===== config.mk =====
export PLATFORM = sky130hd
export DESIGN_NAME = mem_port_arbiter
export DESIGN_NICKNAME = d
export VERILOG_FILES = /design/src/rtl/mem_port_arbiter.sv
export SDC_FILE = /design/constraint.sdc
export NUM_CORES = 1
export LEC_CHECK = 0
export CORE_ASPECT_RATIO = 0.9
export CORE_MARGIN = 4
export CORE_UTILIZATION = 35
export DETAILED_ROUTE_END_ITERATION = 12
export PLACE_DENSITY = 0.71
export SLEW_MARGIN = 20
export SYNTH_ARGS = -nofsm -noshare
export SYNTH_HDL_FRONTEND = slang
export SYNTH_SLANG_ARGS = --single-unit

===== constraint.sdc =====
create_clock -name clk -period 5.55 [get_ports clk]
set_input_delay 1.11 -clock clk [delete_from_list [all_inputs] [get_ports clk]]
set_output_delay 1.11 -clock clk [all_outputs]
set_load 0.01 [all_outputs]

===== src/rtl/mem_port_arbiter.sv =====
// mem_port_arbiter
//   Arbitrates the single-port memory between the fetch stage (read-only)
//   and the load/store path (read/write). One transaction is in flight at a
//   time: IDLE -> ISSUE -> [WAIT] -> RESP -> IDLE for reads, IDLE -> ISSUE ->
//   IDLE for writes. Data accesses win arbitration, except that after
//   STARVE_LIMIT consecutive data grants with fetch waiting, fetch wins once.
//
// Ports
//   clk, reset            clock, asynchronous active-high reset
//   if_req/if_addr        fetch read request (held until if_gnt)
//   if_gnt                fetch accepted (combinational, IDLE only)
//   if_rvalid/if_rdata    fetch read return; rdata held between pulses
//   dm_req/dm_we/dm_addr/dm_wdata  data request (held until dm_gnt)
//   dm_gnt                data accepted (combinational, IDLE only)
//   dm_rvalid/dm_rdata    data read return; rdata held between pulses
//   mem_en/mem_we/mem_addr/mem_wdata  registered memory port
//   mem_rdata             memory read data, valid MEM_LAT cycles after mem_en
//   busy                  a transaction is in progress
module mem_port_arbiter #(
    parameter int AW           = 32,
    parameter int DW           = 32,
    parameter int MEM_LAT      = 2,
    parameter int STARVE_LIMIT = 4
) (
    input  logic          clk,
    input  logic          reset,
    input  logic          if_req,
    input  logic [AW-1:0] if_addr,
    output logic          if_gnt,
    output logic          if_rvalid,
    output logic [DW-1:0] if_rdata,
    input  logic          dm_req,
    input  logic          dm_we,
    input  logic [AW-1:0] dm_addr,
    input  logic [DW-1:0] dm_wdata,
    output logic          dm_gnt,
    output logic          dm_rvalid,
    output logic [DW-1:0] dm_rdata,
    output logic          mem_en,
    output logic          mem_we,
    output logic [AW-1:0] mem_addr,
    output logic [DW-1:0] mem_wdata,
    input  logic [DW-1:0] mem_rdata,
    output logic          busy
);

    localparam logic [3:0] LAT_LD = 4'(MEM_LAT - 1);
    localparam logic [3:0] SLIM   = 4'(STARVE_LIMIT);

    typedef enum logic [1:0] {IDLE, ISSUE, WAIT, RESP} state_t;

    state_t     state, state_nxt;
    logic [3:0] streak;     // consecutive data grants while fetch waited
    logic [3:0] lat_cnt;    // remaining memory latency cycles
    logic       owner_dm;   // 1: current transaction belongs to the data path
    logic       fetch_wins;

    // Fetch wins if data is not asking, or if fetch has been starved long enough.
    always_comb begin
        fetch_wins = if_req && (!dm_req || (streak == SLIM));
        if_gnt     = (state == IDLE) && fetch_wins;
        dm_gnt     = (state == IDLE) && dm_req && !fetch_wins;
        busy       = (state != IDLE);
    end

    always_comb begin
        state_nxt = state;
        case (state)
            IDLE:  if (if_req || dm_req) state_nxt = ISSUE;
            // mem_we is the latched write flag of the transaction being issued
            ISSUE: begin
                if (mem_we)            state_nxt = IDLE;
                else if (MEM_LAT == 1) state_nxt = RESP;
                else                   state_nxt = WAIT;
            end
            // counter reaches 0 on this edge -> data is valid during RESP
            WAIT:  if (lat_cnt == 4'd1) state_nxt = RESP;
            RESP:  state_nxt = IDLE;
            default: state_nxt = IDLE;
        endcase
    end

    always_ff @(posedge clk or posedge reset) begin
        if (reset) begin
            state     <= IDLE;
            streak    <= '0;
            lat_cnt   <= '0;
            owner_dm  <= 1'b0;
            mem_en    <= 1'b0;
            mem_we    <= 1'b0;
            mem_addr  <= '0;
            mem_wdata <= '0;
            if_rvalid <= 1'b0;
            dm_rvalid <= 1'b0;
            if_rdata  <= '0;
            dm_rdata  <= '0;
        end else begin
            state     <= state_nxt;
            mem_en    <= 1'b0;
            mem_we    <= 1'b0;
            if_rvalid <= 1'b0;
            dm_rvalid <= 1'b0;

            if (if_gnt) begin
                mem_en   <= 1'b1;
                mem_addr <= if_addr;
                owner_dm <= 1'b0;
                streak   <= '0;
            end else if (dm_gnt) begin
                mem_en    <= 1'b1;
                mem_we    <= dm_we;
                mem_addr  <= dm_addr;
                mem_wdata <= dm_wdata;
                owner_dm  <= 1'b1;
                if (!if_req)              streak <= '0;
                else if (streak != SLIM)  streak <= streak + 4'd1;
            end

            case (state)
                ISSUE: if (!mem_we) lat_cnt <= LAT_LD;
                WAIT:  lat_cnt <= lat_cnt - 4'd1;
                RESP: begin
                    if (owner_dm) begin
                        dm_rdata  <= mem_rdata;
                        dm_rvalid <= 1'b1;
                    end else begin
                        if_rdata  <= mem_rdata;
                        if_rvalid <= 1'b1;
                    end
                end
                default: ;
            endcase
        end
    end

endmodule


==> parameters.txt, run 1 <==
Parameter                              Value

Job
  Max Cap Violations ... 0

Critical path
  Max incr delay on CP ... 0.62 ns
  Arrival time worst endpoint ... around 3.1 ns
  Worst EP required ... 4.44 ns
  Worst r2r path cells ... 5
  Capture instance of the worst register-to-register path ... mem_wdata[19]
  Setup crit start kind ... input port
  Critical path capture point type ... primary output
  Setup slack of the most critical reg-to-reg path ... 3.06 ns
  Cell repeated most along the worst path ... clkdlybuf4s50_1
  CP max stage cell ... clkdlybuf4s50_1
  Highest net fanout along the worst path ... 33
  Series of cell instances along the critical path ... clkdlybuf4s50_1 -> or3b_1 -> a21oi_2 -> buf_4 -> clkdlybuf4s50_1
  Critical path type ... input port to primary output

STA
  Worst clock skew ... 0.00604 ns
  Final worst hold slack ... 0.501 ns
  Transition time at the pin with the least slew margin ... between 0.7 and 0.8 ns
  Highest clock frequency the design can meet ... 0.235 GHz
  Final number of setup-violating endpoints ... 0
  Number of failing hold endpoints at the final stage ... 0
  Max-slew violation total from the final report ... 0
  Unrepaired setup endpoints after global routing ... false
  Slew HR ... a little under half
  Minimum clock period ... 4.25 ns
  Period Utilization, post-route ... 76.6%
  Total Negative Setup Slacks ... 0 ns

Synth
  Number of standard cells after synthesis ... 386
  Net Count, Synth ... 523
  Synthesized area ... 0.00574 mm2
  YS warnings ... 0
  Fraction of synthesis flops using an asynchronous set or reset pin ... 100%
  Most instantiated flip-flop cell in the synthesis netlist ... dfrtp_1
  Post-synthesis register bit count ... 143
  Count of unique library cells instantiated by Yosys ... 36
  Post-Syn Area per Cell ... 14.9 um2
  Post-synth EDFFs ... 0
  Portion of the post-synthesis area used by sequential elements ... between 60% and 70%

Pwr
  Power density of the placed cells ... roughly 590 mW/mm2
  IR Drop Worst-Case VDD ... 0.000353 V
  Total leakage power ... around 3.9 nW

Clock tree
  Number of H-tree branching levels ... 4
  Largest buffer count on any clock path ... 2
  Post_cts resized ... 0
  CTS tree ... done
  Cell at the root of the clock tree ... clkbuf_16
  Number of CTS-inserted buffers ... 17
  Setup Buffers After CTS ... 0
  Clock-pin slew reported for the worst setup and hold paths after clock tree synthesis ... about 0.06 ns
  Quantity of hold-fixing buffers added after cts ... 0
  Clock latency reported for the late side of the worst-skew pair ... 0.41 ns
  Number of clock sinks ... 143

GRT
  GRT met3 Usage ... 7.31%
  Met2 track utilization from global routing ... 28.1%
  Total congestion overflow ... 0
  Global Route met1 Usage ... 20.7%
  GRT Total Usage ... 17.3%
  Largest net degree at the start of global routing ... 114
  Vias in the first global route ... 4710
  Most used routing layer in global routing ... met2
  Number of antenna violations at the first check in global routing ... 0
  First-pass GRT wire length ... 24.9 mm

Floorplanning
  Starting density of the core ... 35.6%
  Die outline area ... 0.0185 mm2
  Core area ... between 0.015 and 0.02 mm2
  I/O Pins ... 268
  Die X-Extent ... 143 um
  Floorplan die height ... 129 um
  Placement row count ... 44

Worst hold path
  Cell depth of the worst hold path ... 1
  Worst hold start ... owner_dm
  End of the worst hold path ... owner_dm
  Hold/Removal Path Class ... flop to flop

Routing
  Via total after detailed routing ... between 4000 and 5000
  Wire length per cell after detailed routing ... roughly 18 um
  Remaining DRCs ... 0
  Final routed wirelength across all metal layers ... approximately 16 mm
  Average vias per placed instance ... 4.97
  Number of detailed-route iterations in the first pass ... 4
  Post-DRT Antenna Nets ... 0
  Number of design-rule violations left by the first detailed-router iteration ... 163

Layout
  Final layout net count ... 790
  Final design instance area without fill ... 0.00921 mm2
  Number of standard cells in the final layout excluding fillers ... 872
  Layout fillers ... 1287
  Area of all sequential standard cells ... 0.00358 mm2
  P&R area growth vs syn ... 60.5%
  Multi-input gate area in the final layout ... 0.00197 mm2
  Fraction of final layout cells with drive strength greater than 1 ... 20.8%
  # diodes ... 0
  Final core utilization ... 57.1%

Placement
  Number of buffers added on ports ... 267
  Total placed instance area ... 0.00858 mm2
  Total instance count after detailed placement ... between 800 and 900
  Final GP Congestion ... approximately 0.74
  Placed wire-length estimate ... between 10 and 15 mm

Outcome
  Run status ... finished clean
cell usage in the layout, fill, tap and decap left out, drive strengths merged:
cell type | netlist | routed
mux2i | 1 | 1
and4b | 1 | 1
nor2b | 1 | 1
buf | 17 | 6
clkinv | 0 | 6
o22ai | 1 | 1
or3b | 1 | 1
xor2 | 1 | 1
nor3 | 1 | 1
nand3b | 2 | 2
a221o | 32 | 32
nand2 | 3 | 3
a21o | 2 | 2
ha | 4 | 4
dfrtp | 143 | 143
o21ai | 4 | 4
a211oi | 1 | 1
nand4 | 1 | 1
nand3 | 4 | 4
a221oi | 1 | 1
nor2 | 5 | 5
and2 | 1 | 1
clkbuf | 8 | 19
bufinv | 0 | 4
mux2 | 96 | 96
or2 | 1 | 1
a32o | 1 | 1
nor4b | 1 | 1
a21boi | 32 | 32
a21oi | 4 | 4
o211a | 1 | 1
inv | 12 | 14
o2bb2ai | 2 | 2
clkdlybuf4s50 | 0 | 267
o211ai | 1 | 1
sequential cells by signal, indices dropped and copies added, names as in the netlist, named ones only:
signal     flops
dm_rdata      32
if_rvalid      1
mem_wdata     32
dm_rvalid      1
state          1
lat_cnt        4
mem_we         1
streak         4
owner_dm       1
mem_addr      32
if_rdata      32
mem_en         1
metrics by stage:
stage	power [mW]	worst slack (ns)
2_1_floorplan	2.96	0.602
3_3_place_gp	4.22	1.33
3_5_place_dp	4.31	1.30
4_1_cts	5.55	1.30
5_1_grt	5.79	1.21
6_report	5.48	1.30
cells by family after synthesis:
logic type                 count (synthesis)  synth area share (%)
muxes                                     97                  19.0
xor gates and xnor gates                   1                 0.153
buffers and inverters                     37                  3.23
adders and majority gates                  4                 0.872
DFF                                      143                  62.4
AOI/OAI and AO/OA                         82                  12.0
and+or+nand+nor                           22                  2.40
worst max path at each step:
| stage | start | to | slack, ns | cells past startpoint |
|---|---|---|---|---|
| 5_1_grt | if_req | if_gnt | 1.21 | 5 |
| 6_report | if_req | if_gnt | 1.30 | 5 |
| 2_1_floorplan | reset | asynchronous set/reset pin | 0.60 | 1 |
| 3_3_place_gp | if_req | if_gnt | 1.33 | 5 |
| 4_1_cts | if_req | if_gnt | 1.30 | 5 |
| 3_5_place_dp | if_req | if_gnt | 1.30 | 5 |
routing by layer:
layer  wire (um)  up-vias
li1            -     1957
met4         317        0
met5           0        -
met1        6220     2131
met2        7790      221
met3        1770       23
layout make-up:
cell class | count | area share (%)
timing repair buffer | 273 | 29.5
clock inverter | 12 | 2.01
tap | 207 | 2.81
multi-input combinational | 206 | 21.4
inverter | 12 | 0.571
sequential | 143 | 38.9
clock buffer | 19 | 4.81
power breakdown:
group	internal (mW)	switching [mW]	total, mW
Sequential	1.56	0.306	1.87
Clock	0.767	0.441	1.21
Combinational	1.46	0.940	2.40
cells in the mapped netlist, types with 2 or more instances:
cell type    n  share of area, %
dfrtp_1    143                62
mux2_2      96                19
a21boi_0    32               4.2
a221o_1     32               5.6
buf_2       13               1.1
inv_1       12              0.78
clkbuf_1     8              0.52
buf_6        4              0.78
ha_1         4              0.87
nand3_1      4              0.35
nor2_1       4              0.26
o21ai_0      4              0.35
a21oi_1      3              0.26
nand2_1      3              0.20
a21o_1       2              0.26
o2bb2ai_1    2              0.31
critical path, delay by kind of cell:
family                 cells  cell delay [ns]
AO/OA/AOI/OAI              1             0.12
buffers and inverters      3             1.50
AND/OR/NAND/NOR            1             0.41
Note: power is estimated with default switching activity, not from simulation.
==> run 2, diff against run 1 <==
PLACE_DENSITY = 0.74   (was 0.71)
clock period = 3.6 ns   (was 5.55 ns; I/O delays follow)
==> run 2 against run 1 <==
Compared with the run above:
- sequential share of layout area down 0.084 points
- power up 54%
- combinational power up 54%
- non-clock buffer count up 1
- global-route usage about the same
- clock power up 52%
- register-to-register slack worse by 1.9 ns
- routed wire length down 1.2%
- cell area up 0.22%
- critical path type unchanged
- core utilization up 0.12 points
==> parameters.txt, run 2 (synthesized netlist as in run 1, its figures left out) <==
Parameter                              Value

Layout
  Layout fillers ... 1307
  P&R area growth vs syn ... 60.9%
  # diodes ... 0
  Fraction of final layout cells with drive strength greater than 1 ... a little over a fifth
  Final layout net count ... just under 800
  Area of all sequential standard cells ... 0.00358 mm2
  Commonest non-fill, non-tap cell in the layout ... clkdlybuf4s50_1
  Top library cells by usage in the layout, fill and taps aside ... 267 x clkdlybuf4s50_1, 143 x dfrtp_1, 96 x mux2_2, 32 x a21boi_0, 32 x a221o_1
  Final core utilization ... 57.2%
  Multi-input gate area in the final layout ... 0.00197 mm2

STA
  Unrepaired setup endpoints after global routing ... false
  Max-slew violation total from the final report ... 0
  Minimum clock period ... 3.11 ns
  Final worst hold slack ... 0.505 ns
  Slew HR ... 49.3%
  Worst clock skew ... approximately 0.009 ns
  Number of failing hold endpoints at the final stage ... 0
  Total Negative Setup Slacks ... 0 ns
  Final number of setup-violating endpoints ... 0
  Highest clock frequency the design can meet ... 0.321 GHz
  Transition time at the pin with the least slew margin ... between 0.7 and 0.8 ns
  Period Utilization, post-route ... 86.5%

Critical path
  Highest net fanout along the worst path ... 5
  Capture instance of the worst register-to-register path ... mem_wdata[21]
  Cell repeated most along the worst path ... clkdlybuf4s50_1
  Beginning of the worst register-to-register path ... state[0]
  Critical path type ... input port to primary output
  Setup slack of the most critical reg-to-reg path ... 1.15 ns
  CP max stage cell ... clkdlybuf4s50_1
  Arrival time worst endpoint ... between 2 and 2.5 ns
  Max incr delay on CP ... 0.57 ns
  Series of cell instances along the critical path ... clkdlybuf4s50_1 -> or3b_1 -> a21oi_2 -> clkdlybuf4s50_1
  Setup crit start kind ... input port
  Worst r2r path cells ... 5
  Critical path capture point type ... primary output
  Worst EP required ... 2.88 ns

Pwr
  IR Drop Worst-Case VDD ... slightly above 0.0005 V
  Flop pwr share ... 34.3%
  Net switching power figure ... ~2.6 mW
  Total Power ... 8.41 mW
  Cell-internal power ... ~6 mW
  Fraction of power consumed by combinational cells ... 43.8%
  Power density of the placed cells ... 911 mW/mm2
  Clock group share of total power ... 21.8%
  Total leakage power ... 3.85 nW
  Sw frac ... between 30% and 40%

Routing
  Average vias per placed instance ... 4.97
  Number of design-rule violations left by the first detailed-router iteration ... 126
  Number of detailed-route iterations in the first pass ... 4
  Remaining DRCs ... 0
  Final routed wirelength across all metal layers ... 15.9 mm
  Via total after detailed routing ... roughly 4300
  Post-DRT Antenna Nets ... 0
  Wire length per cell after detailed routing ... 18.2 um

Floorplanning
  I/O Pins ... 268
  Die outline area ... about 0.019 mm2
  Core area ... 0.0161 mm2
  Starting density of the core ... 35.6%
  Floorplan die height ... 129 um
  Die X-Extent ... 143 um
  Placement row count ... 44

Clock tree
  Cell at the root of the clock tree ... clkbuf_16
  Quantity of hold-fixing buffers added after cts ... 0
  Post_cts resized ... 0
  Clock latency reported for the late side of the worst-skew pair ... 0.41 ns
  Largest buffer count on any clock path ... 2
  Number of CTS-inserted buffers ... 17
  Clock-pin slew reported for the worst setup and hold paths after clock tree synthesis ... 0.06 ns
  Number of H-tree branching levels ... 4
  CTS tree ... done
  Number of clock sinks ... 143
  Setup Buffers After CTS ... 0

Worst hold path
  Worst hold start ... if_rdata[2]
  Cell depth of the worst hold path ... 1
  Hold/Removal Path Class ... flop to flop
  End of the worst hold path ... if_rdata[2]

Placement
  Final GP Congestion ... between 0.7 and 0.8
  Placed wire-length estimate ... 11.5 mm
  Number of buffers added on ports ... ~270

GRT
  GRT Total Usage ... 17.2%
  Vias in the first global route ... 4816
  Number of antenna violations at the first check in global routing ... 0
  Total congestion overflow ... 0
  First-pass GRT wire length ... between 20 and 25 mm
  Largest net degree at the start of global routing ... 93

Outcome
  Run status ... finished clean

Job
  Max Cap Violations ... 0
==> run 2: area by class of cell <==
| class | instances | share of cell area [%] |
|---|---|---|
| Clock buffer | 19 | 4.69 |
| Clock inverter | 13 | 2.02 |
| Inverter | 12 | 0.529 |
| Multi-Input combinational cell | 206 | 21.4 |
| Sequential cell | 143 | 38.8 |
| Tap cell | 207 | 2.81 |
| Timing Repair Buffer | 274 | 29.8 |
==> run 2: stage by stage <==
step | std cells | instance area [um2] | setup WS [ns]
floorplan | 386 | 5740 | 1.09
global placement | 842 | 8610 | 0.515
detailed placement | 842 | 8610 | 0.518
CTS | 874 | 9230 | 0.504
global route | 874 | 9230 | 0.433
finish | 874 | 9230 | 0.486
==> run 2: how the worst max path moves through the flow <==
stage / start / end / slack, ns / depth (start not counted)
finish: if_req / if_gnt / 0.49 / 4
floorplan: reset / asynchronous set/reset pin / 1.09 / 1
global placement: if_req / if_gnt / 0.52 / 4
global route: if_req / if_gnt / 0.43 / 4
CTS: if_req / if_gnt / 0.50 / 4
detailed placement: if_req / if_gnt / 0.52 / 4
==> run 2: power by group through the flow <==
| stage | logic (mW) | clock network [mW] | registers (mW) |
|---|---|---|---|
| after CTS | 3.75 | 1.89 | 2.89 |
| after global routing | 3.96 | 1.97 | 2.99 |
| after detailed placement | 3.73 | 0 | 2.90 |
| after global placement | 3.65 | 0 | 2.85 |
| after floorplan | 1.41 | 0 | 3.16 |
| final | 3.69 | 1.84 | 2.89 |
==> run 2: critical path, delay by kind of cell <==
family          cells  cell delay (ns)
compound gates      1             0.17
buf+inv             2             1.11
simple gates        1             0.40
==> run 2: layer usage <==
metal	vias to the layer above	global-route usage [%]	share of wire (%)
li1	1975	-	-
met1	2147	19.7	38
met2	202	29.2	50
met3	24	7.64	10
met4	0	5.48	1.8
met5	-	0	0
==> run 3, diff against run 2 <==
clock period = 2.7 ns   (was 3.6 ns; I/O delays follow)
==> run 3 against run 2 <==
Compared with the run above:
- routed wire length is 1.4% higher
- cell count grew 0.11%
- count of clock-buffer cells in the layout rose by 5
- power rose by 31%
- register-to-register slack worse by 0.32 ns
- largest power group unchanged
- core utilization decreased by 0.20 points
==> parameters.txt, run 3 (synthesized netlist as in run 1, its figures left out) <==
Parameter                              Value

Layout
  Commonest non-fill, non-tap cell in the layout ... clkdlybuf4s50_1
  Area of all sequential standard cells ... around 0.0036 mm2
  # diodes ... 0
  Multi-input gate area in the final layout ... 0.00197 mm2
  Number of standard cells in the final layout excluding fillers ... 875
  Final layout net count ... 792
  P&R area growth vs syn ... 60.3%
  Top library cells by usage in the layout, fill and taps aside ... 266 x clkdlybuf4s50_1, 141 x dfrtp_1, 96 x mux2_2, 32 x a21boi_0, 32 x a221o_1
  Layout fillers ... 1293
  Fraction of final layout cells with drive strength greater than 1 ... 21.0%

Critical path
  CP max stage cell ... clkdlybuf4s50_1
  Critical path capture point type ... primary output
  Highest net fanout along the worst path ... 4
  Cell family contributing the most delay on the critical path ... buffers and inverters
  Worst r2r path cells ... 6
  Critical path type ... flop to primary output
  Series of cell instances along the critical path ... inv_1 -> ha_1 -> nand3b_4 -> o211a_2 -> clkdlybuf4s50_1
  Number of buffers and inverters on the critical path ... 2
  Capture instance of the worst register-to-register path ... mem_addr[27]
  Beginning of the worst register-to-register path ... streak[0]
  Setup slack of the most critical reg-to-reg path ... 0.83 ns
  Setup crit start kind ... flop
  Max incr delay on CP ... 0.48 ns
  Worst EP required ... 2.16 ns
  Arrival time worst endpoint ... 1.98 ns

STA
  Highest clock frequency the design can meet ... 0.397 GHz
  Final number of setup-violating endpoints ... 0
  Period Utilization, post-route ... 93.4%
  Final setup slack of the worst path ... between 0.15 and 0.2 ns
  Slew HR ... 64.1%
  Total Negative Setup Slacks ... 0 ns
  Transition time at the pin with the least slew margin ... around 0.54 ns
  Worst clock skew ... 0.00953 ns
  Minimum clock period ... 2.52 ns
  Unrepaired setup endpoints after global routing ... false
  Number of failing hold endpoints at the final stage ... 0
  Max-slew violation total from the final report ... 0

Routing
  Via total after detailed routing ... 4324
  Remaining DRCs ... 0
  Wire length per cell after detailed routing ... 18.4 um
  Number of detailed-route iterations in the first pass ... 4
  Post-DRT Antenna Nets ... 0
  Average vias per placed instance ... 4.94
  Number of design-rule violations left by the first detailed-router iteration ... between 100 and 150
  Final routed wirelength across all metal layers ... 16.1 mm

Pwr
  IR Drop Worst-Case VDD ... 0.000629 V
  Total Power ... 11.0 mW
  Power density of the placed cells ... approximately 1200 mW/mm2
  Total leakage power ... roughly 3.8 nW

Placement
  Number of buffers added on ports ... between 200 and 300
  Placement-stage worst setup slack ... 0.0252 ns
  Final GP Congestion ... 0.759
  Total instance count after detailed placement ... 843
  Placed wire-length estimate ... ~12 mm

GRT
  Number of antenna violations at the first check in global routing ... 0
  GRT met3 Usage ... a little over 7%
  Most used routing layer in global routing ... met2
  Largest net degree at the start of global routing ... about 80
  GRT Total Usage ... between 15 and 20%
  Met2 track utilization from global routing ... 28.8%
  Global Route met1 Usage ... between 10% and 20%
  First-pass GRT wire length ... 24.9 mm
  Vias in the first global route ... 4777
  Total congestion overflow ... 0

Clock tree
  Number of H-tree branching levels ... 4
  Quantity of hold-fixing buffers added after cts ... 0
  Largest buffer count on any clock path ... 2
  Cell at the root of the clock tree ... clkbuf_16
  Number of clock sinks ... 143
  Clock-pin slew reported for the worst setup and hold paths after clock tree synthesis ... 0.06 ns
  Clock latency reported for the late side of the worst-skew pair ... 0.41 ns
  CTS tree ... done
  Number of CTS-inserted buffers ... 17

Floorplanning
  I/O Pins ... 268
  Die outline area ... around 0.019 mm2
  Starting density of the core ... a little over a third
  Die X-Extent ... about 140 um
  Core area ... 0.0161 mm2
  Floorplan die height ... 129 um
  Placement row count ... 44

Worst hold path
  Cell depth of the worst hold path ... 1
  End of the worst hold path ... dm_rdata[4]
  Hold/Removal Path Class ... flop to flop
  Worst hold start ... dm_rdata[4]

Outcome
  Run status ... finished clean

Job
  Max Cap Violations ... 0
## run 3: cell types whose count changed in the layout (fill, tap and decap cells not counted), sizes merged
cell	previous run	this run
clkdlybuf4s50	267	266
clkinvlp	2	4
bufinv	4	1
buf	7	8
clkbuf	19	24
clkinv	6	2
dlymetal6s2s	0	1
## run 3: area by class of cell
cell class	instances	share of cell area, %
flip-flops and latches	143	38.9
multi-input cells	206	21.5
clock buffers	24	5.24
well taps	207	2.82
clock inverters	8	0.871
repair buffers	275	30.1
inverters	12	0.531
## run 3: timing repair
action	4_1_cts	5_1_grt
gates cloned	0	0
gates resized for setup	1	2
endpoints found under the setup margin	1	2
endpoints found under the hold margin	0	0
pin swaps	0	0
buffers inserted	0	0
## run 3: routing by layer
layer	up-vias	part of all wire, %
li1	1959	-
met1	2139	37
met2	194	50
met3	32	10
met4	0	2.6
met5	-	0
## run 3: report_power, final
group / leakage, nW / internal, mW / switching [mW]
Sequential: 1.71 / 3.22 / 0.636
Combinational: 1.86 / 3.02 / 1.91
Clock: 0.267 / 1.34 / 0.885
Total: 3.84 / 7.58 / 3.43
## run 3: worst max-delay path by stage
stage               cells past startpoint  slack [ns]      start                          to
floorplan                               1        0.37      reset  asynchronous set/reset pin
global placement                        4        0.04     if_req                      if_gnt
detailed placement                      4        0.03     if_req                      if_gnt
CTS                                     3        0.01   state[0]                      if_gnt
global route                            4        0.06   state[0]                        busy
finish                                  5        0.18  streak[0]                      dm_gnt
## run 3: per-stage QoR
step	hold WS, ns	util, %	area, um2
3_5_place_dp	0.494	53.5	8630
5_1_grt	0.519	57.0	9200
2_1_floorplan	0.463	-	5740
3_3_place_gp	0.487	53.5	8630
6_report	0.502	57.0	9200
4_1_cts	0.506	57.0	9190
